--- config.mk ---
export PLATFORM = sky130hd
export DESIGN_NAME = i2c_xfer_seq_flat
export DESIGN_NICKNAME = d
export VERILOG_FILES = /design/src/rtl/i2c_xfer_seq_pkg.sv /design/src/rtl/i2c_xfer_seq_if.sv /design/src/rtl/i2c_byte_buf.sv /design/src/rtl/i2c_xfer_seq.sv /design/src/flat_wrapper.sv
export SDC_FILE = /design/constraint.sdc
export NUM_CORES = 1
export LEC_CHECK = 0
export BUFFER_PORTS_ARGS = -buffer_cell sky130_fd_sc_hd__buf_2
export CAP_MARGIN = 20
export CORE_MARGIN = 2
export CORE_UTILIZATION = 50
export DETAILED_ROUTE_END_ITERATION = 8
export PLACE_DENSITY = 0.69
export RECOVER_POWER = 25
export SETUP_SLACK_MARGIN = 0.2
export SLEW_MARGIN = 30
export SYNTH_ARGS = -nofsm -noshare
export SYNTH_HDL_FRONTEND = slang
export SYNTH_HIERARCHICAL = 1
export SYNTH_SLANG_ARGS = --single-unit
--- constraint.sdc ---
create_clock -name clock -period 3.9 [get_ports clock]
set_input_delay 0.195 -clock clock [delete_from_list [all_inputs] [get_ports clock]]
set_output_delay 0.195 -clock clock [all_outputs]
set_load 0.005 [all_outputs]
--- src/rtl/i2c_xfer_seq_pkg.sv ---
// Shared types and constants for the I2C transaction sequencer.
package i2c_xfer_seq_pkg;
  typedef enum logic [2:0] {
    ST_IDLE, ST_ADDR_W, ST_REG, ST_WDATA, ST_ADDR_R, ST_RDATA, ST_FINISH
  } state_e;

  localparam logic I2C_RW_WRITE = 1'b0;
  localparam logic I2C_RW_READ  = 1'b1;
  localparam logic I2C_ACK      = 1'b0;
  localparam logic I2C_NACK     = 1'b1;
endpackage

--- src/rtl/i2c_xfer_seq_if.sv ---
// Host command/buffer port plus byte-engine frame port of the sequencer.
interface i2c_xfer_seq_if #(
  parameter int AW    = 4,
  parameter int LEN_W = 5
);
  logic             cmd_valid;
  logic             cmd_ready;
  logic             cmd_rnw;
  logic [6:0]       cmd_dev;
  logic [7:0]       cmd_reg;
  logic [LEN_W-1:0] cmd_len;
  logic             buf_we;
  logic [AW-1:0]    buf_addr;
  logic [7:0]       buf_wdata;
  logic [7:0]       buf_rdata;
  logic             busy;
  logic             done;
  logic             nack_err;
  logic             eng_nreset;
  logic [7:0]       eng_wbyte;
  logic             eng_rmode;
  logic             eng_start;
  logic             eng_stop;
  logic             eng_finished;
  logic             eng_ack;
  logic [7:0]       eng_rbyte;

  // master = host plus byte engine; slave = sequencer
  modport master (
    output cmd_valid, cmd_rnw, cmd_dev, cmd_reg, cmd_len,
    output buf_we, buf_addr, buf_wdata,
    output eng_finished, eng_ack, eng_rbyte,
    input  cmd_ready, buf_rdata, busy, done, nack_err,
    input  eng_nreset, eng_wbyte, eng_rmode, eng_start, eng_stop
  );
  modport slave (
    input  cmd_valid, cmd_rnw, cmd_dev, cmd_reg, cmd_len,
    input  buf_we, buf_addr, buf_wdata,
    input  eng_finished, eng_ack, eng_rbyte,
    output cmd_ready, buf_rdata, busy, done, nack_err,
    output eng_nreset, eng_wbyte, eng_rmode, eng_start, eng_stop
  );
endinterface

--- src/rtl/i2c_byte_buf.sv ---
// DEPTH x 8 payload buffer: one write port, two registered read ports (host, sequencer).
module i2c_byte_buf #(
  parameter int DEPTH = 16,
  parameter int AW    = 4
) (
  input  logic          clock,
  input  logic          we_i,
  input  logic [AW-1:0] waddr_i,
  input  logic [7:0]    wdata_i,
  input  logic [AW-1:0] raddr_a_i,
  output logic [7:0]    rdata_a_o,
  input  logic [AW-1:0] raddr_b_i,
  output logic [7:0]    rdata_b_o
);
  logic [7:0] mem_q [DEPTH];
  logic [7:0] rdata_a_q, rdata_b_q;

  // reads see the pre-write contents on a same-cycle collision
  always_ff @(posedge clock) begin
    if (we_i) mem_q[waddr_i] <= wdata_i;
    rdata_a_q <= mem_q[raddr_a_i];
    rdata_b_q <= mem_q[raddr_b_i];
  end

  assign rdata_a_o = rdata_a_q;
  assign rdata_b_o = rdata_b_q;
endmodule

--- src/rtl/i2c_xfer_seq.sv ---
// Expands one host register-access command into byte-engine frames; engine held in reset when idle.
module i2c_xfer_seq #(
  parameter int DEPTH = 16,
  parameter int AW    = 4,
  parameter int LEN_W = 5
) (
  input logic           clock,
  input logic           nreset,
  i2c_xfer_seq_if.slave bus
);
  import i2c_xfer_seq_pkg::*;

  localparam logic [LEN_W-1:0] DEPTH_L = LEN_W'(DEPTH);

  state_e           state_q, state_d;
  logic             rnw_q, rnw_d;
  logic [6:0]       dev_q, dev_d;
  logic [7:0]       reg_q, reg_d;
  logic [LEN_W-1:0] len_q, len_d;
  logic [AW-1:0]    idx_q, idx_d;
  logic             nack_q, nack_d;
  logic             seq_we, nack_in, last_byte;
  logic [LEN_W-1:0] len_sat;
  logic [7:0]       seq_rdata;
  logic [7:0]       wbyte;
  logic             rmode, start, stop;

  assign len_sat   = (bus.cmd_len > DEPTH_L) ? DEPTH_L : bus.cmd_len;
  assign last_byte = (LEN_W'(idx_q) == len_q - 1'b1);
  assign nack_in   = bus.eng_finished && (bus.eng_ack == I2C_NACK);

  always_ff @(posedge clock or negedge nreset) begin
    if (!nreset) begin
      state_q <= ST_IDLE;
      rnw_q   <= I2C_RW_WRITE;
      dev_q   <= '0;
      reg_q   <= '0;
      len_q   <= '0;
      idx_q   <= '0;
      nack_q  <= 1'b0;
    end else begin
      state_q <= state_d;
      rnw_q   <= rnw_d;
      dev_q   <= dev_d;
      reg_q   <= reg_d;
      len_q   <= len_d;
      idx_q   <= idx_d;
      nack_q  <= nack_d;
    end
  end

  always_comb begin
    state_d = state_q;
    rnw_d   = rnw_q;
    dev_d   = dev_q;
    reg_d   = reg_q;
    len_d   = len_q;
    idx_d   = idx_q;
    nack_d  = nack_q;
    seq_we  = 1'b0;
    case (state_q)
      ST_IDLE: if (bus.cmd_valid) begin
        state_d = ST_ADDR_W;
        rnw_d   = bus.cmd_rnw;
        dev_d   = bus.cmd_dev;
        reg_d   = bus.cmd_reg;
        len_d   = len_sat;
        idx_d   = '0;
        nack_d  = 1'b0;
      end
      ST_ADDR_W: if (bus.eng_finished) state_d = ST_REG;
      ST_REG: if (bus.eng_finished) begin
        idx_d = '0;
        if (len_q == '0)                state_d = ST_FINISH;
        else if (rnw_q == I2C_RW_READ)  state_d = ST_ADDR_R;
        else                            state_d = ST_WDATA;
      end
      ST_WDATA: if (bus.eng_finished) begin
        if (last_byte) state_d = ST_FINISH;
        else           idx_d   = idx_q + 1'b1;
      end
      ST_ADDR_R: if (bus.eng_finished) begin
        state_d = ST_RDATA;
        idx_d   = '0;
      end
      ST_RDATA: if (bus.eng_finished) begin
        seq_we = 1'b1;
        if (last_byte) state_d = ST_FINISH;
        else           idx_d   = idx_q + 1'b1;
      end
      ST_FINISH: begin
        state_d = ST_IDLE;
        idx_d   = '0;
      end
      default: state_d = ST_IDLE;
    endcase
    // read-data frames carry no slave ACK, so only address/write frames can abort
    if (nack_in && (state_q inside {ST_ADDR_W, ST_REG, ST_WDATA, ST_ADDR_R})) begin
      state_d = ST_FINISH;
      nack_d  = 1'b1;
    end
  end

  always_comb begin
    wbyte = '0;
    rmode = 1'b0;
    start = 1'b0;
    stop  = 1'b0;
    case (state_q)
      ST_ADDR_W: begin wbyte = {dev_q, I2C_RW_WRITE}; start = 1'b1; end
      ST_REG:    begin wbyte = reg_q; stop = (len_q == '0); end
      ST_WDATA:  begin wbyte = seq_rdata; stop = last_byte; end
      ST_ADDR_R: begin wbyte = {dev_q, I2C_RW_READ}; start = 1'b1; end
      ST_RDATA:  begin rmode = 1'b1; stop = last_byte; end
      default:   ;
    endcase
  end

  // sequencer read port tracks idx_d so buf[idx] is ready the cycle a WDATA frame starts
  i2c_byte_buf #(.DEPTH(DEPTH), .AW(AW)) u_buf (
    .clock     (clock),
    .we_i      (seq_we || (bus.buf_we && state_q == ST_IDLE)),
    .waddr_i   (seq_we ? idx_q : bus.buf_addr),
    .wdata_i   (seq_we ? bus.eng_rbyte : bus.buf_wdata),
    .raddr_a_i (bus.buf_addr),
    .rdata_a_o (bus.buf_rdata),
    .raddr_b_i (idx_d),
    .rdata_b_o (seq_rdata)
  );

  assign bus.cmd_ready  = (state_q == ST_IDLE);
  assign bus.busy       = (state_q != ST_IDLE);
  assign bus.done       = (state_q == ST_FINISH);
  assign bus.nack_err   = nack_q;
  assign bus.eng_nreset = (state_q != ST_IDLE) && (state_q != ST_FINISH);
  assign bus.eng_wbyte  = wbyte;
  assign bus.eng_rmode  = rmode;
  assign bus.eng_start  = start;
  assign bus.eng_stop   = stop;
endmodule
--- src/flat_wrapper.sv ---
// flat-port wrapper written by rule: the top's interface ports become plain ports
module i2c_xfer_seq_flat import i2c_xfer_seq_pkg::*;
#(
  parameter int DEPTH = 16,
  parameter int AW    = 4,
  parameter int LEN_W = 5
)
  (clock, nreset, bus_cmd_valid, bus_cmd_rnw, bus_cmd_dev, bus_cmd_reg, bus_cmd_len, bus_buf_we, bus_buf_addr, bus_buf_wdata, bus_eng_finished, bus_eng_ack, bus_eng_rbyte, bus_cmd_ready, bus_buf_rdata, bus_busy, bus_done, bus_nack_err, bus_eng_nreset, bus_eng_wbyte, bus_eng_rmode, bus_eng_start, bus_eng_stop);
  i2c_xfer_seq_if #(.AW(AW), .LEN_W(LEN_W)) bus_i ();
  input logic clock;
  input logic nreset;
  input wire logic [$bits(bus_i.cmd_valid)-1:0] bus_cmd_valid;
  input wire logic [$bits(bus_i.cmd_rnw)-1:0] bus_cmd_rnw;
  input wire logic [$bits(bus_i.cmd_dev)-1:0] bus_cmd_dev;
  input wire logic [$bits(bus_i.cmd_reg)-1:0] bus_cmd_reg;
  input wire logic [$bits(bus_i.cmd_len)-1:0] bus_cmd_len;
  input wire logic [$bits(bus_i.buf_we)-1:0] bus_buf_we;
  input wire logic [$bits(bus_i.buf_addr)-1:0] bus_buf_addr;
  input wire logic [$bits(bus_i.buf_wdata)-1:0] bus_buf_wdata;
  input wire logic [$bits(bus_i.eng_finished)-1:0] bus_eng_finished;
  input wire logic [$bits(bus_i.eng_ack)-1:0] bus_eng_ack;
  input wire logic [$bits(bus_i.eng_rbyte)-1:0] bus_eng_rbyte;
  output wire logic [$bits(bus_i.cmd_ready)-1:0] bus_cmd_ready;
  output wire logic [$bits(bus_i.buf_rdata)-1:0] bus_buf_rdata;
  output wire logic [$bits(bus_i.busy)-1:0] bus_busy;
  output wire logic [$bits(bus_i.done)-1:0] bus_done;
  output wire logic [$bits(bus_i.nack_err)-1:0] bus_nack_err;
  output wire logic [$bits(bus_i.eng_nreset)-1:0] bus_eng_nreset;
  output wire logic [$bits(bus_i.eng_wbyte)-1:0] bus_eng_wbyte;
  output wire logic [$bits(bus_i.eng_rmode)-1:0] bus_eng_rmode;
  output wire logic [$bits(bus_i.eng_start)-1:0] bus_eng_start;
  output wire logic [$bits(bus_i.eng_stop)-1:0] bus_eng_stop;
  assign bus_i.cmd_valid = bus_cmd_valid;
  assign bus_i.cmd_rnw = bus_cmd_rnw;
  assign bus_i.cmd_dev = bus_cmd_dev;
  assign bus_i.cmd_reg = bus_cmd_reg;
  assign bus_i.cmd_len = bus_cmd_len;
  assign bus_i.buf_we = bus_buf_we;
  assign bus_i.buf_addr = bus_buf_addr;
  assign bus_i.buf_wdata = bus_buf_wdata;
  assign bus_i.eng_finished = bus_eng_finished;
  assign bus_i.eng_ack = bus_eng_ack;
  assign bus_i.eng_rbyte = bus_eng_rbyte;
  assign bus_cmd_ready = bus_i.cmd_ready;
  assign bus_buf_rdata = bus_i.buf_rdata;
  assign bus_busy = bus_i.busy;
  assign bus_done = bus_i.done;
  assign bus_nack_err = bus_i.nack_err;
  assign bus_eng_nreset = bus_i.eng_nreset;
  assign bus_eng_wbyte = bus_i.eng_wbyte;
  assign bus_eng_rmode = bus_i.eng_rmode;
  assign bus_eng_start = bus_i.eng_start;
  assign bus_eng_stop = bus_i.eng_stop;
  i2c_xfer_seq #(.DEPTH(DEPTH), .AW(AW), .LEN_W(LEN_W)) u_core (.clock(clock), .nreset(nreset), .bus(bus_i));
endmodule
==> run summary, run 1 <==
status: finished, violations left
failing checks: capacitance limit, slew limit
Core Util, Final: 0.5853
postcts setup bufs: 0
width of the die: 133.2 um
worst skew pair latency: 0.42 ns
cts bufs inserted: 17
starting DRC count in detailed routing: 394
GRT met1 Usage: 0.2964
Reg2Reg Setup Slack: 0.43 ns
H-tree levels: 4
Final Setup Violations: 0
Max Buffers Root-to-Sink: 2
ys async rst share: 0.1676
Critical Path AT: 3.77 ns
cell count after synthesis: 518
CP Capture Type: flop
most frequent cells in the layout: 128 x edfxtp_1, 56 x buf_2, 42 x nand2_1
Final Hold Fails: 0
Pwr Density: 613.3 nW/um^2
syn_area_per_cell: 16.11 um^2
Buffers on Ports: 70
peak supply drop: 0.3598 mV
busiest grt layer: met2
Post-Route WL: 19320 um
die area: 17740 um^2
worst hold stages: 2
RSZ-0062 raised after global routing: no
# rows: 47
CTS Sinks: 173
M2 GR Usage: 0.3736
leak pwr: 3.494 nW
CP Data Required Time: 4.21 ns
CTS tree: yes
Root Driver: clkbuf_16
DP HPWL: 13340 um
nets: 663
Slew headroom: -0.1293
Synth cell types: 53
layout cells sized above 1: 0.2935
initial antenna violation count: 0
Post-CTS Resized: 0
GR Layer Usage met3: 0.06659
Worst Hold End: u_core/dev_q[2]
Yosys Warn Count: 6
hold path start: bus_cmd_dev[2]
vias per inst: 6.065
total I/O pin count: 71
initial core utilization: 0.5068
HP Class: input pin to flop
Worst setup SP type: flop
DRC: 0
RR Endpoint: u_core/u_buf/rdata_b_o[4]
fmax: 288.4 MHz
vias: 5137
R2R cell count: 11
Clock transition at path regs: 0.06 ns
WS Path Type: flop to flop
largest net degree at the start of global routing: 33
GRT Residual Overflow: 0
Max FO, Critical Path: 18
MaxCap Viol Count: 2
aggregate global-route resource usage: 0.2269
Fin Setup TNS: 0 ns
Slew @ Worst Pin: 1.694 ns
global placer's final weighted congestion: 0.8330
Final min period: 3.467 ns
First-pass DRT Iterations: 5
CORE AREA: 16470 um^2
Synth Cell Area: 8344 um^2
antenna diode count: 0
Final Max Tran Viols: 52
reg2reg start: u_core/len_q[0]
Most used DFF post-synth: edfxtp_1
post-route clock period utilization: 0.8891
Die Ht: 133.2 um
Worst Skew: 0.008059 ns
vias in the first global route: 5070
commonest non-fill, non-tap cell in the layout: edfxtp_1
Antenna Violating Nets Remaining: 0
post-synthesis sequential area ratio: 0.5860
Layout Area Growth over Synthesis: 15.49%
drt wl/cell: 22.81 um
global-route wire length before repair: 29640 um
Yosys reg bits: 173
EDFF count, synth: 128
syn nets: 567
power by group:
| group | total, mW | internal, mW | switching [mW] |
|---|---|---|---|
| sequential | 2.48 | 2.23 | 0.247 |
| combinational | 1.81 | 0.930 | 0.885 |
| clock | 1.62 | 0.947 | 0.668 |
| total | 5.91 | 4.11 | 1.80 |
state kept, by name (all words and copies together), names as in the netlist:
signal and cells:
u_core/bus.nack_err 1, u_core/dev_q 7, u_core/idx_q 4, u_core/len_q 5, u_core/reg_q 8, u_core/rnw_q 1
u_core/state_q 3, u_core/u_buf/mem_q 128, u_core/u_buf/rdata_a_o 8, u_core/u_buf/rdata_b_o 8
layer usage:
layer,vias to the layer above,wire length [um],share of wire
met5,-,0,0
met4,0,359,0.019
met3,21,1625,0.084
met2,222,9466,0.49
met1,2609,7872,0.41
li1,2285,-,-
cell type report:
type | instances | area [um^2]
clock buffer | 23 | 488.0
clock inverter | 9 | 86.33
fill | 1257 | 6829
inverter | 9 | 33.78
multi-input combinational | 302 | 3174
sequential | 173 | 4890
tap | 220 | 275.3
timing repair buffer | 111 | 689.4
critical path: stages, from the launching register on:
cell and delay, ns:
dfrtp_1 0.42, inv_1 0.06, ha_1 0.25, xnor2_1 0.18, a2111oi_4 0.42, a21bo_4 0.20
a21o_2 0.13, a21o_2 0.55, buf_12 0.24, mux4_2 0.51, a22oi_1 0.29, nand2_1 0.09
metrics by stage:
| step | cells | power [mW] | setup slack [ns] | cell area, um^2 | hold slack [ns] |
|---|---|---|---|---|---|
| 2_1_floorplan | 518 | 3.833 | 0.9980 | 8344 | -0.1006 |
| 6_report | 847 | 5.910 | 0.4326 | 9637 | 0.01027 |
| 5_1_grt | 847 | 6.211 | 0.1864 | 9637 | 0.001709 |
| 3_3_place_gp | 803 | 4.271 | 0.4992 | 8976 | 0.2628 |
| 4_1_cts | 843 | 5.962 | 0.3848 | 9630 | 0.0001193 |
| 3_5_place_dp | 803 | 4.338 | 0.3922 | 8976 | 0.2788 |
worst max path at each step:
stage | slack, ns | endpoint | depth (start not counted) | startpoint
floorplan | 1.0 | u_core/u_buf/mem_q[0][0] | 9 | u_core/state_q[0]
detailed placement | 0.39 | u_core/u_buf/rdata_b_o[4] | 11 | u_core/len_q[0]
global route | 0.19 | u_core/u_buf/rdata_b_o[4] | 8 | u_core/state_q[0]
CTS | 0.38 | u_core/u_buf/rdata_b_o[4] | 11 | u_core/len_q[0]
finish | 0.43 | u_core/u_buf/rdata_b_o[4] | 11 | u_core/len_q[0]
global placement | 0.50 | u_core/u_buf/rdata_b_o[4] | 11 | u_core/len_q[0]
cells in the mapped netlist, types with 5 or more instances:
| master | n | area (um^2) |
|---|---|---|
| a21oi_1 | 6 | 30.03 |
| a22oi_1 | 40 | 300.3 |
| buf_2 | 9 | 45.04 |
| buf_6 | 6 | 67.56 |
| clkbuf_1 | 6 | 22.52 |
| clkdlybuf4s25_2 | 6 | 60.06 |
| dfrtp_1 | 29 | 725.7 |
| dfxtp_1 | 16 | 320.3 |
| edfxtp_1 | 128 | 3844 |
| inv_1 | 8 | 30.03 |
| mux2_1 | 7 | 78.83 |
| mux2_2 | 28 | 315.3 |
| mux4_1 | 28 | 735.7 |
| mux4_2 | 34 | 765.7 |
| nand2_1 | 40 | 150.1 |
| nand2b_1 | 11 | 68.82 |
| nor2_1 | 24 | 90.09 |
| nor2b_1 | 7 | 43.79 |
| nor3_1 | 6 | 30.03 |
| o21ai_0 | 14 | 70.07 |
| o22ai_1 | 5 | 31.28 |
| xnor2_1 | 5 | 43.79 |
kinds of logic (layout without fill, tap and decap cells):
kind of cell	after synthesis	after routing	synth area share
flops	173	173	0.5860
buf+inv	43	152	0.03254
simple gates	109	109	0.06343
fa+ha+maj	2	2	0.002998
compound gates	83	83	0.07198
xor+xnor	6	6	0.006298
mux	102	102	0.2368
what timing repair did:
action / 4_1_cts / 5_1_grt
hold buffers: 8 / 4
endpoints found under the setup margin: 0 / 0
hold endpoints to repair: 36 / 4
Note: power is estimated with default switching activity, not from simulation.
==> run 2: changes to the inputs <==
- ABC_AREA: unset -> 1
- HOLD_SLACK_MARGIN: unset -> 0.12
- PLACE_DENSITY: 0.69 -> 0.68
==> run summary, run 2 <==
Die Ht: 138.9 um
largest net degree at the start of global routing: 65
Antenna Violating Nets Remaining: 0
Final min period: 3.389 ns
worst hold stages: 3
post-synth top area share: 0.4223
peak supply drop: 0.4727 mV
Final Setup Violations: 0
width of the die: 138.9 um
HP Class: input pin to flop
status: finished, violations left
failing checks: capacitance limit, slew limit
Root Driver: clkbuf_16
Worst setup SP type: input pin
layout cells sized above 1: 0.1113
cell taking the most area after synthesis: edfxtp_1
reg2reg start: u_core/state_q[0]
global placer's final weighted congestion: 0.9834
most common cell in the netlist: nand2_1
Worst Skew: 0.009513 ns
Slew headroom: -0.2650
Clock transition at path regs: 0.07 ns
commonest non-fill, non-tap cell in the layout: nand2_1
Buffers on Ports: 70
EDFF count, synth: 128
multi-input logic area: 3227 um^2
drt wl/cell: 17.43 um
CORE AREA: 17900 um^2
leak pwr: 4.777 nW
global-route wire length before repair: 39030 um
syn nets: 1160
register area: 4890 um^2
die area: 19300 um^2
Core Util, Final: 0.5722
most frequent cells in the layout: 399 x nand2_1, 249 x nand3_1, 155 x inv_1
RR Endpoint: u_core/u_buf/mem_q[5][7]
Fin Setup TNS: 0 ns
Final Max Tran Viols: 64
nets: 1231
Max FO, Critical Path: 33
initial core utilization: 0.5084
antenna diode count: 0
aggregate global-route resource usage: 0.2598
Critical Path AT: 3.70 ns
cts bufs inserted: 17
CTS Sinks: 173
postcts setup bufs: 0
fmax: 295.1 MHz
Final Hold Fails: 0
ys async rst share: 0.1676
initial antenna violation count: 0
worst skew pair latency: 0.43 ns
Slew @ Worst Pin: 1.897 ns
Yosys Warn Count: 6
Pwr Density: 615.2 nW/um^2
Synth cell types: 36
Fill cells: 1603
CP Capture Type: flop
post-synthesis sequential area ratio: 0.5373
Worst Hold End: u_core/u_buf/rdata_a_o[5]
RSZ-0062 raised after global routing: no
Yosys reg bits: 173
First-pass DRT Iterations: 6
Layout Area Growth over Synthesis: 12.55%
cell count after synthesis: 1111
total I/O pin count: 71
Synth Cell Area: 9101 um^2
vias in the first global route: 7385
MaxCap Viol Count: 2
Reg2Reg Setup Slack: 0.53 ns
synth top area cells: edfxtp_1 42%, nand2_1 16%, nand3_1 14%
Post-Route WL: 24820 um
# rows: 49
starting DRC count in detailed routing: 820
WS Path Type: input pin to flop
Most used DFF post-synth: edfxtp_1
hold path start: bus_buf_addr[3]
GRT Residual Overflow: 0
Biggest register: u_core/u_buf/mem_q
vias: 7754
post-route clock period utilization: 0.8690
max reg flops: 128
DP HPWL: 16120 um
H-tree levels: 4
R2R cell count: 8
syn_area_per_cell: 8.192 um^2
DRC: 0
Synth top cells by count: 396 x nand2_1, 249 x nand3_1, 152 x inv_1
CP Data Required Time: 4.21 ns
Max Buffers Root-to-Sink: 2
CTS tree: yes
vias per inst: 5.445
-- run 2: metal layers --
metal  global-route usage  routed length [um]  vias up
met5                    0                   0        -
met4               0.1037                 745        0
met3              0.05905                2000       65
met2               0.4299               11810      396
met1               0.3336               10260     3584
li1                     -                   -     3709
-- run 2: area by class of cell --
class / instances / share of cell area
clock buffer: 18 / 0.04287
clock inverter: 14 / 0.01148
inverter: 163 / 0.06010
multi-input combinational: 722 / 0.3150
sequential: 173 / 0.4773
tap: 229 / 0.02797
timing repair buffer: 105 / 0.06523
-- run 2: timing repair --
action / CTS / global route
gates resized for setup: 0 / 0
endpoints found under the hold margin: 51 / 0
endpoints found under the setup margin: 0 / 0
hold buffers: 27 / 0
-- run 2: metrics by stage --
stage	area [um^2]	worst slack, ns	hold WS (ns)	instances	power [mW]
6_report	10240	0.5109	0.2204	1424	6.302
5_1_grt	10240	0.3578	0.2277	1424	6.723
4_1_cts	10270	0.7727	0.2074	1424	6.310
3_5_place_dp	9442	0.8122	0.2742	1365	4.674
3_3_place_gp	9437	0.8597	0.2716	1365	4.655
2_1_floorplan	9101	1.696	-0.1006	1111	4.159
-- run 2: power breakdown --
part / total, mW / internal [mW] / switching [mW] / leakage [nW]
combinational: 2.31 / 0.737 / 1.57 / 2.86
clock: 1.61 / 0.895 / 0.718 / 0.264
sequential: 2.38 / 2.24 / 0.138 / 1.65
total: 6.30 / 3.87 / 2.43 / 4.78
-- run 2: logic make-up after synthesis --
family,Yosys count,synth area share
AND/OR/NAND/NOR,692,0.3284
flip-flops,173,0.5373
adder cells (fa/ha/maj),2,0.002749
buffers and inverters,216,0.1072
multiplexers,8,0.01031
AO/OA/AOI/OAI,20,0.01402
-- run 2: worst max path at each step --
stage / to / slack, ns / startpoint
after floorplan: u_core/u_buf/rdata_b_o[6] / 1.70 / u_core/len_q[0]
after global placement: u_core/u_buf/rdata_b_o[0] / 0.86 / u_core/len_q[0]
after detailed placement: u_core/u_buf/rdata_b_o[0] / 0.81 / u_core/len_q[0]
after CTS: u_core/u_buf/rdata_b_o[0] / 0.77 / u_core/len_q[0]
after global routing: u_core/u_buf/mem_q[5][4] / 0.36 / u_core/state_q[0]
final: u_core/u_buf/rdata_a_o[4] / 0.51 / bus_buf_addr[1]
-- run 2: critical path: stages --
cell	delay, ns
clkbuf_1	0.11
clkbuf_1	1.37
inv_1	1.22
nand3_1	0.35
nand3_1	0.16
nand3_1	0.16
nand2_1	0.09
